**config.mk**
```make
export PLATFORM = sky130hd
export DESIGN_NAME = state_machine
export DESIGN_NICKNAME = d
export VERILOG_FILES = /design/src/rtl/me_consts.sv /design/src/rtl/sm_param_counter.sv /design/src/rtl/state_machine.sv
export SDC_FILE = /design/constraint.sdc
export NUM_CORES = 1
export LEC_CHECK = 0
export BUFFER_PORTS_ARGS = -buffer_cell sky130_fd_sc_hd__buf_4
export CAP_MARGIN = 20
export CELL_PAD_IN_SITES_DETAIL_PLACEMENT = 1
export CELL_PAD_IN_SITES_GLOBAL_PLACEMENT = 1
export CORE_ASPECT_RATIO = 1.5
export CORE_UTILIZATION = 36
export CTS_CLUSTER_SIZE = 25
export DETAILED_ROUTE_END_ITERATION = 6
export PLACE_DENSITY = 0.76
export SKIP_CTS_REPAIR_TIMING = 1
export SLEW_MARGIN = 30
export SYNTH_ARGS = -nofsm -noshare
export SYNTH_HDL_FRONTEND = slang
export SYNTH_HIERARCHICAL = 1
export SYNTH_SLANG_ARGS = --single-unit
```
**constraint.sdc**
```tcl
create_clock -name clk -period 2.1 [get_ports clk]
set_input_delay 0.315 -clock clk [delete_from_list [all_inputs] [get_ports clk]]
set_output_delay 0.315 -clock clk [all_outputs]
set_load 0.02 [all_outputs]
```
**src/rtl/me_consts.sv**
```systemverilog
// Shared constants for the JVM-to-ARM front-end sequencer: widths, state
// encodings and the `wide` prefix opcode.
package me_consts;

  localparam int SMNL             = 3;
  localparam int adr_rom_adr_size = 8;
  localparam int PARAM_LEN        = 2;
  // One extra bit so a doubled (wide) operand count still fits.
  localparam int CNT_W            = PARAM_LEN + 1;

  localparam logic [7:0] WIDE_OP = 8'hC4;

  typedef enum logic [SMNL-1:0] {
    ST_IDLE   = 3'd0,
    ST_FETCH  = 3'd1,
    ST_DECODE = 3'd2,
    ST_PARAM  = 3'd3,
    ST_ISSUE  = 3'd4
  } sm_state_e;

endpackage

```
**src/rtl/sm_param_counter.sv**
```systemverilog
// Operand-byte down-counter: loads the operand count in DECODE, decrements
// once per consumed operand byte, toggles the queue slot and flags the last byte.
module sm_param_counter
  import me_consts::*;
(
  input  logic             clk,
  input  logic             reset,
  input  logic             load,
  input  logic             dec,
  input  logic [CNT_W-1:0] load_val,
  output logic             q_select,
  output logic             last
);

  logic [CNT_W-1:0] cnt_q, cnt_d;
  logic             q_select_q, q_select_d;

  always_comb begin
    cnt_d      = cnt_q;
    q_select_d = q_select_q;
    if (load) begin
      cnt_d      = load_val;
      q_select_d = 1'b0;
    end else if (dec) begin
      cnt_d      = cnt_q - CNT_W'(1);
      q_select_d = ~q_select_q;
    end
  end

  always_ff @(posedge clk) begin
    if (reset) begin
      cnt_q      <= '0;
      q_select_q <= 1'b0;
    end else begin
      cnt_q      <= cnt_d;
      q_select_q <= q_select_d;
    end
  end

  assign q_select = q_select_q;
  assign last     = (cnt_q == CNT_W'(1));

endmodule

```
**src/rtl/state_machine.sv**
```systemverilog
// Front-end sequencer: fetches a JVM opcode, walks its operand bytes and
// presents opcode/ROM address downstream. SM_WIDE_EN enables `wide` prefix handling.
//
//   state  | meaning
//   IDLE   | post-reset, moves to FETCH unconditionally
//   FETCH  | latch opcode from iram_data (or the wide prefix)
//   DECODE | register ROM address, load operand count
//   PARAM  | consume one operand byte per cycle
//   ISSUE  | hand off to code emission, then FETCH
module state_machine
  import me_consts::*;
(
  input  logic                        clk,
  input  logic                        reset,
  input  logic                        waiting,
  input  logic [7:0]                  iram_data,
  input  logic [PARAM_LEN-1:0]        parameter_number,
  output logic [SMNL-1:0]             state,
  output logic [adr_rom_adr_size-1:0] com_adr,
  output logic [7:0]                  jvm_opcode,
  output logic                        q_select,
  output logic                        param_even
);

  sm_state_e                   state_q, state_d;
  logic [adr_rom_adr_size-1:0] com_adr_q, com_adr_d;
  logic [7:0]                  jvm_opcode_q, jvm_opcode_d;
  logic                        param_even_q, param_even_d;

  logic             cnt_load, cnt_dec, cnt_last;
  logic [CNT_W-1:0] cnt_load_val;
  logic             decode_even;

`ifdef SM_WIDE_EN
  logic wide_q, wide_d;

  always_comb begin
    cnt_load_val = wide_q ? {parameter_number, 1'b0} : {1'b0, parameter_number};
    decode_even  = wide_q | ~parameter_number[0];
  end
`else
  always_comb begin
    cnt_load_val = {1'b0, parameter_number};
    decode_even  = ~parameter_number[0];
  end
`endif

  always_comb begin
    state_d      = state_q;
    com_adr_d    = com_adr_q;
    jvm_opcode_d = jvm_opcode_q;
    param_even_d = param_even_q;
    cnt_load     = 1'b0;
    cnt_dec      = 1'b0;
`ifdef SM_WIDE_EN
    wide_d       = wide_q;
`endif
    case (state_q)
      ST_IDLE: state_d = ST_FETCH;
      ST_FETCH: begin
        if (!waiting) begin
`ifdef SM_WIDE_EN
          if (iram_data == WIDE_OP) begin
            wide_d = 1'b1;
          end else begin
            jvm_opcode_d = iram_data;
            state_d      = ST_DECODE;
          end
`else
          jvm_opcode_d = iram_data;
          state_d      = ST_DECODE;
`endif
        end
      end
      ST_DECODE: begin
        if (!waiting) begin
          com_adr_d    = adr_rom_adr_size'(jvm_opcode_q);
          param_even_d = decode_even;
          cnt_load     = 1'b1;
          state_d      = (cnt_load_val == '0) ? ST_ISSUE : ST_PARAM;
        end
      end
      ST_PARAM: begin
        if (!waiting) begin
          cnt_dec = 1'b1;
          if (cnt_last) state_d = ST_ISSUE;
        end
      end
      ST_ISSUE: begin
        if (!waiting) begin
          state_d = ST_FETCH;
`ifdef SM_WIDE_EN
          wide_d  = 1'b0;
`endif
        end
      end
      default: state_d = ST_IDLE;
    endcase
  end

  always_ff @(posedge clk) begin
    if (reset) begin
      state_q      <= ST_IDLE;
      com_adr_q    <= '0;
      jvm_opcode_q <= '0;
      param_even_q <= 1'b0;
    end else begin
      state_q      <= state_d;
      com_adr_q    <= com_adr_d;
      jvm_opcode_q <= jvm_opcode_d;
      param_even_q <= param_even_d;
    end
  end

`ifdef SM_WIDE_EN
  always_ff @(posedge clk) begin
    if (reset) wide_q <= 1'b0;
    else       wide_q <= wide_d;
  end
`endif

  sm_param_counter u_param_counter (
    .clk      (clk),
    .reset    (reset),
    .load     (cnt_load),
    .dec      (cnt_dec),
    .load_val (cnt_load_val),
    .q_select (q_select),
    .last     (cnt_last)
  );

  assign state      = state_q;
  assign com_adr    = com_adr_q;
  assign jvm_opcode = jvm_opcode_q;
  assign param_even = param_even_q;

endmodule

```
==> flow_metrics.tcl <==
set metrics [dict create \
    run_status "completed" \
    setup_tns_ps 0 \
    vias_per_cell 4.95 \
    r2r-start "state[1]$_SDFFE_PP0P_" \
    crit_required_ps 2270 \
    hpwl_mm 1.89 \
    cts_inserted_buffers 3 \
    synth_top_area_cell "dfxtp_1" \
    drtAntennaViolNets 0 \
    synth_area_leaders "dfxtp_1, nand2_1, a21oi_2" \
    setup_viol_count_final 0 \
    synth_enable_flop_cells 0 \
    row_count 24 \
    coreArea_um2 2910 \
    grt_max_degree 26 \
    firstDrtPassIters 2 \
    synth_ff_type "dfxtp_1" \
    drc_errors 0 \
    synthArstFlopShare_pct 0 \
    reg2reg_depth 4 \
    synth_top_area_share_pct 43.9 \
    period_share_pct 86.8 \
    r2r_setup_slack_ps 280 \
    vias 961 \
    r2r-end "u_param_counter/cnt_q[2]$_SDFFE_PP0P_" \
    total_power_mw 1.03 \
    syn-cell-area_um2 1090 \
    dieArea_um2 3270 \
    drt_iter0_drc 19 \
    drv_slew 0 \
    clockBufferDepth 2 \
    grt_usage_pct 17.0 \
    peakVddDrop_mv 0.493 \
    yosysMostFrequentCell "nand2_1" \
    ys_seq_elements 24 \
    grt_pass1_vias 996 \
    synthDistinctLibCells 33 \
    cts_tree "yes" \
    fmax_mhz 549 \
    min_period_ps 1820 \
    hp-class "primary input to flop" \
    detail_route.wl_per_cell_um 12.8 \
    worstSetupStartpoint "state[1]$_SDFFE_PP0P_" \
    worst-setup-path-type "flop to flop" \
    netlist_instances 125 \
    layout.nets 171 \
    power_density_nw_per_um2 734 \
    leakage_nw 0.544 \
    gp_congestion 0.876 \
    clkTransAtPathRegs_ps 90 \
    ys_seq_area_share_pct 43.9 \
    io_pins 34 \
    area_growth_pct 28.7 \
    crit_end "u_param_counter/cnt_q[2]$_SDFFE_PP0P_" \
    antenna_found_initial 0 \
    initial_core_util_pct 37.6 \
    skew_ps 8.70 \
    ys_warn_count 6 \
    die_w_um 47.0 \
    syn_avg_cell_area_um2 8.76 \
    hold_viol_final 0 \
    cap_violations 0 \
    final_util_pct 48.4 \
    start_kind "flop" \
    grt_pass1_wl_mm 4.18 \
    die_h_um 69.5 \
    drive_gt1_share_pct 34.8 \
    clkLatencyLatePin_ps 260 \
    overflow 0 \
    htreeDepth 1 \
    io_buffers 33 \
    crit_arrival_ps 1990 \
    crit_path_end_kind "flop" \
    antenna_cells 0 \
    clock-root-buffer "clkbuf_8" \
    drt_wl_total_mm 2.49 \
    crit_path_max_fanout 18 \
    rsz0062_at_grt "no" \
    clock-sinks 24 \
    synth_common_cells "nand2_1, dfxtp_1, a21oi_1, a21oi_2" \
    synth_fp_nets 140 \
]
-- per-layer routing --
layer | track usage [%] | vias to the layer above | routed length, um
met5 | 0 | - | 0
met3 | 2.34 | 2 | 80
met4 | 6.67 | 0 | 27
met1 | 18.7 | 461 | 1000
li1 | - | 476 | -
met2 | 30.6 | 22 | 1380
-- registers in the layout, summed over array words and instances, names as in the netlist --
| signal | count |
|---|---|
| state | 3 |
| com_adr | 8 |
| u_param_counter/q_select | 1 |
| u_param_counter/cnt_q | 3 |
| jvm_opcode | 8 |
| param_even | 1 |
-- power by group --
group	switching, mW	internal [mW]
combinational	0.0759	0.0625
clock	0.147	0.255
sequential	0.0205	0.473
total	0.243	0.790
-- cell families (layout without fill, tap and decap cells) --
| group | count (synthesis) | in the layout | synth area share, % |
|---|---|---|---|
| AOI/OAI and AO/OA | 28 | 28 | 19.1 |
| xor gates and xnor gates | 2 | 2 | 1.60 |
| adders and majority gates | 2 | 2 | 2.29 |
| buffers and inverters | 14 | 44 | 8.46 |
| DFF | 24 | 24 | 43.9 |
| other | 1 | 1 | 0.343 |
| and+or+nand+nor | 54 | 54 | 24.3 |
-- worst max-delay path, cell delays in order, from the launching register on --
cell,delay [ps]
dfxtp_1,500
or4b_1,560
inv_6,180
and4b_1,220
a2111oi_2,260
-- worst min-delay path by stage --
stage	end	from	cells after the start
floorplan	u_param_counter/cnt_q[2]$_SDFFE_PP0P_	reset	1
global placement	com_adr[0]$_SDFFE_PP0P_	com_adr[0]$_SDFFE_PP0P_	2
detailed placement	com_adr[6]$_SDFFE_PP0P_	com_adr[6]$_SDFFE_PP0P_	2
CTS	param_even$_SDFFE_PP0P_	parameter_number[0]	2
global route	param_even$_SDFFE_PP0P_	parameter_number[0]	2
finish	param_even$_SDFFE_PP0P_	parameter_number[0]	2
-- per-stage QoR --
stage / cell area (um2) / setup WS [ps] / hold WS (ps) / instances
5_1_grt: 1410 / 148 / 253 / 194
6_report: 1410 / 277 / 249 / 194
3_5_place_dp: 1340 / 247 / 461 / 190
3_3_place_gp: 1340 / 314 / 460 / 190
4_1_cts: 1410 / 269 / 246 / 194
2_1_floorplan: 1090 / 151 / 384 / 125
-- final cells by class --
type	instances	area [um2]
Inverter	5	23.8
Clock buffer	3	41.3
Multi-Input combinational cell	87	522
Clock inverter	1	30.0
Sequential cell	24	480
Timing Repair Buffer	35	263
Tap cell	39	48.8
Fill cell	366	1500
-- cells in the final DEF (no fill, tap or decap), types with 2 or more instances in the layout --
cell type and instances:
buf_4 35, nand2_1 33, dfxtp_1 24, a21oi_1 10, a21oi_2 8, nor2_1 4, a211oi_1 4, inv_1 4
nor2b_1 3, clkbuf_8 3, or4b_1 2, nand2_2 2, nand3b_1 2, xnor2_1 2, ha_1 2
Note: power is estimated with default switching activity, not from simulation.
